--- src/rtl/scanner_buffer.sv ---
// Per-scanner sample buffer: fills while scanning, drains (xferring) or discards (flushing),
// reports fill level in tenths on prog. Optional macro SCANBUF_DROP_CNT_EN enables drop_cnt.
module scanner_buffer #(
  parameter int DATA_W = 8,
  parameter int WPT    = 4
) (
  input  logic              clk,
  input  logic              reset,
  input  logic [2:0]        state,
  input  logic              scan_in_valid,
  input  logic [DATA_W-1:0] scan_in_data,
  output logic              out_valid,
  input  logic              out_ready,
  output logic [DATA_W-1:0] out_data,
  output logic [3:0]        prog,
  output logic [7:0]        drop_cnt
);

  localparam int CAP = 10 * WPT;
  localparam int PW  = (CAP > 1) ? $clog2(CAP) : 1;
  localparam int SW  = (WPT > 1) ? $clog2(WPT) : 1;

  localparam logic [2:0] ST_LOWPOWER = 3'b000;
  localparam logic [2:0] ST_SCANNING = 3'b010;
  localparam logic [2:0] ST_XFERRING = 3'b100;
  localparam logic [2:0] ST_FLUSHING = 3'b101;

  logic [DATA_W-1:0] mem [CAP];
  logic [PW-1:0]     wp, rp, wp_e, rp_e, wp_n, rp_n;
  logic [3:0]        t, t_e, t_n, prog_n;
  logic [SW-1:0]     s, s_e, s_n;
  logic [2:0]        prev_state;
  logic              scanning, new_scan, empty, full, push, pop, draining;

  assign scanning = (state == ST_SCANNING);
  assign draining = (state == ST_XFERRING) || (state == ST_FLUSHING);
  assign new_scan = scanning && (prev_state != ST_SCANNING);

  // Entry into scanning clears counters combinationally so a same-cycle sample lands in slot 0.
  always_comb begin
    wp_e = new_scan ? '0 : wp;
    rp_e = new_scan ? '0 : rp;
    t_e  = new_scan ? '0 : t;
    s_e  = new_scan ? '0 : s;
  end

  assign empty     = (t_e == 4'd0) && (s_e == '0);
  assign full      = (t_e == 4'd10);
  assign push      = scanning && scan_in_valid && !full;
  assign out_valid = (state == ST_XFERRING) && !empty;
  assign out_data  = out_valid ? mem[rp] : '0;
  assign pop       = (out_valid && out_ready) || ((state == ST_FLUSHING) && !empty);

  always_comb begin
    wp_n = wp_e;
    rp_n = rp_e;
    t_n  = t_e;
    s_n  = s_e;
    if (push) begin
      wp_n = (wp_e == PW'(CAP - 1)) ? '0 : wp_e + PW'(1);
      if (s_e == SW'(WPT - 1)) begin
        s_n = '0;
        t_n = t_e + 4'd1;
      end else begin
        s_n = s_e + SW'(1);
      end
    end else if (pop) begin
      rp_n = (rp_e == PW'(CAP - 1)) ? '0 : rp_e + PW'(1);
      if (s_e == '0) begin
        s_n = SW'(WPT - 1);
        t_n = t_e - 4'd1;
      end else begin
        s_n = s_e - SW'(1);
      end
    end
    // Draining rounds up so the FSM only sees 0 once the last word has left.
    prog_n = draining ? (t_n + {3'b000, (s_n != '0)}) : t_n;
  end

  always_ff @(posedge clk) begin
    if (reset) begin
      wp         <= '0;
      rp         <= '0;
      t          <= '0;
      s          <= '0;
      prog       <= '0;
      prev_state <= ST_LOWPOWER;
    end else begin
      wp         <= wp_n;
      rp         <= rp_n;
      t          <= t_n;
      s          <= s_n;
      prog       <= prog_n;
      prev_state <= state;
    end
  end

  always_ff @(posedge clk) begin
    if (push) mem[wp_e] <= scan_in_data;
  end

`ifdef SCANBUF_DROP_CNT_EN
  logic       drop;
  logic [7:0] drop_q;

  assign drop = scanning && scan_in_valid && full;

  always_ff @(posedge clk) begin
    if (reset || new_scan)
      drop_q <= '0;
    else if (drop && (drop_q != 8'hFF))
      drop_q <= drop_q + 8'd1;
  end

  assign drop_cnt = drop_q;
`else
  assign drop_cnt = '0;
`endif

endmodule

--- config.mk ---
export PLATFORM = sky130hd
export DESIGN_NAME = scanner_buffer
export DESIGN_NICKNAME = d
export VERILOG_FILES = /design/src/rtl/scanner_buffer.sv
export SDC_FILE = /design/constraint.sdc
export NUM_CORES = 1
export LEC_CHECK = 0
export CAP_MARGIN = 20
export CORE_ASPECT_RATIO = 0.5
export CORE_UTILIZATION = 55
export CTS_BUF_LIST = sky130_fd_sc_hd__clkbuf_16
export CTS_CLUSTER_DIAMETER = 120
export DETAILED_ROUTE_END_ITERATION = 16
export PLACE_DENSITY = 0.72
export SLEW_MARGIN = 20
export SYNTH_ARGS = -nofsm -noshare
export SYNTH_HDL_FRONTEND = slang
export SYNTH_SLANG_ARGS = --single-unit
--- constraint.sdc ---
create_clock -name clk -period 9.4 [get_ports clk]
set_input_delay 1.88 -clock clk [delete_from_list [all_inputs] [get_ports clk]]
set_output_delay 1.88 -clock clk [all_outputs]
set_load 0.03 [all_outputs]
==> qor.yml <==
floorplanning:
  die_y_um: 115
  rows: 40
  fp.dieW_um: 227
  start_util: 0.571
  pin_count: 36
  coreArea_um2: 24500
  fp.dieArea_um2: 26100
synthesis:
  synth-async-reset-ratio: 0
  ys_ff_latch: 345
  ys_seq_area_frac: 0.723
  yosys.cell_types.count: 58
  yosys_warnings: 0
  synthesis.area_um2: 14000
  syn_inst: 741
  synth-main-ff-cell: "edfxtp_1"
  postSynthAreaPerCell_um2: 18.9
  synth-edff-count: 320
global_route:
  grt_max_degree: 62
  grt_pass1_wl_mm: 42.8
  grtUsageTotal: 0.228
  grt_pass1_vias: 6885
  antenna_found_initial: 0
  gr-total-overflow: 0
worst_setup_path:
  path_max_fanout: 20
  end_kind: "primary output"
  worstPathRequired_ns: 7.52
  rrSetupSlack_ns: 5.40
  cp-start-kind: "primary input"
  path_class: "in -> out"
  cp_data_arrival_time_ns: 5.14
clock_tree:
  cts.repair.resized: 0
  cts_tree: "done"
  cts_made_buffers: 29
  clock_latency_ns: 0.55
  htreeDepth: 1
  clk_pin_slew_ns: 0.07
  cts_max_path_buffers: 3
  post-cts-setup-buffer-count: 0
  clock-sinks: 345
  cts_root_buf: "clkbuf_16"
  hold_buffers: 0
drt:
  first_pass_iters: 5
  vias_per_cell: 6.23
  drc: 0
  routedWlPerCell_um: 25.4
  first_iter_violations: 912
  drtAntennaViolNets: 0
  vias: 7047
  wl_mm: 28.7
layout:
  drive_gt1_frac: 0.211
  fin_cells: 1132
  syn_to_final_growth_pct: 11.6
  post-route-util: 0.637
  diodes: 0
  final_nets: 798
sta:
  setup_tns_ns: 0
  rsz0062_at_grt: "false"
  tightest_slew_ns: 0.948
  final.setup_skew_ns: 0.0189
  hold_viol_final: 0
  period_needed_ns: 7.02
  relSlewSlack: 0.368
  finalCritPeriodShare: 0.747
  drv_slew: 0
  fmax_ghz: 0.142
  setup_viol: 0
placed_design:
  place_hpwl_mm: 17.6
  port-buffer-count: 27
  dp_cells: 1079
  gp_congestion: 0.825
pwr:
  power.density_nw_per_um2: 200
  ir_drop_mv: 0.135
  finalPower_mw: 3.12
  p_leak_nw: 4.78
flow_run:
  drv_cap: 0
run_status:
  status: "finished, final reports clean"
worst_hold_path:
  min_path_type: "reg -> reg"
layout by cell type, fill, tap and decap left out, types with 6 or more instances in the layout:
cell type / instances
a211oi_1: 9
a21oi_1: 15
a221oi_1: 6
buf_4: 14
bufinv_16: 7
clkbuf_16: 29
clkdlybuf4s50_1: 27
clkinv_2: 7
conb_1: 8
dfxtp_1: 22
edfxtp_1: 320
ha_1: 9
inv_1: 14
mux2i_1: 26
mux4_2: 88
nand2_1: 29
nand3_1: 7
nor2_1: 58
nor2b_1: 8
o21ai_0: 6
kinds of logic (layout without fill, tap and decap cells):
kind of cell	Yosys count	in the layout	synth area share
other	1	8	0.000268
DFF	345	345	0.723
AOI/OAI and AO/OA	60	60	0.0297
xor gates and xnor gates	10	10	0.00626
muxes	115	115	0.161
and+or+nand+nor	144	144	0.0513
adders and majority gates	9	9	0.00805
buffers and inverters	57	105	0.0201
layer usage:
metal | track usage | up-vias | part of all wire
met1 | 0.341 | 3637 | 0.43
met3 | 0.0537 | 33 | 0.095
met5 | 0 | - | 0
met2 | 0.347 | 338 | 0.46
met4 | 0.0488 | 0 | 0.018
li1 | - | 3039 | -
path summary, 6_finish.rpt:
kind,start,endpoint,depth (start not counted)
worst max-delay path,state[0],out_data[4],8
worst max register to register,prev_state[2],mem[34][2],9
worst min-delay path,wp[5],wp[5],2
worst min register to register,wp[5],wp[5],2
critical path, cell delays in order:
cell,delay [ns]
clkdlybuf4s50_1,0.54
nor3b_1,0.10
nand2_1,0.47
nand2_1,0.26
ha_1,0.29
a311o_1,0.53
a221oi_1,0.33
clkdlybuf4s50_1,0.73
cells in the mapped netlist, types with 7 or more instances:
cell      count  area, um^2
buf_4        14         105
nand2_1      29         109
buf_2        12        60.1
mux2i_1      26         260
dfxtp_1      25         500
nor2_1       58         218
nand3_1       7        35.0
nor2b_1       8        50.1
a211oi_1      9        67.6
ha_1          9         113
a21oi_1      15        75.1
mux4_2       88        1980
edfxtp_1    320        9610
clkbuf_1     17        63.8
inv_1        11        41.3
area by class of cell:
class | instances | area (um^2)
clock buffers | 29 | 726
well taps | 336 | 420
clock inverters | 24 | 299
fillers | 1593 | 8880
multi-input cells | 346 | 3620
inverters | 11 | 41.3
repair buffers | 41 | 375
flip-flops and latches | 345 | 10100
per-stage QoR:
stage | worst slack (ns) | instance area [um^2] | hold WS, ns
after floorplan | 3.35 | 14000 | 0.485
after global placement | 2.52 | 14600 | 0.508
after detailed placement | 2.44 | 14600 | 0.536
after CTS | 2.44 | 15600 | 0.544
after global routing | 2.17 | 15600 | 0.578
final | 2.38 | 15600 | 0.558
registers in the layout (all words and copies together) (netlist names):
signal	flops
rp	6
prev_state	3
t	4
wp	6
prog	4
s	2
mem	320
power by group:
part	total [mW]	internal, mW	switching [mW]	leakage, nW
registers	1.68	1.68	0.00675	3.08
clock network	1.30	0.755	0.543	0.509
logic	0.142	0.0587	0.0829	1.19
Note: power is estimated with default switching activity, not from simulation.
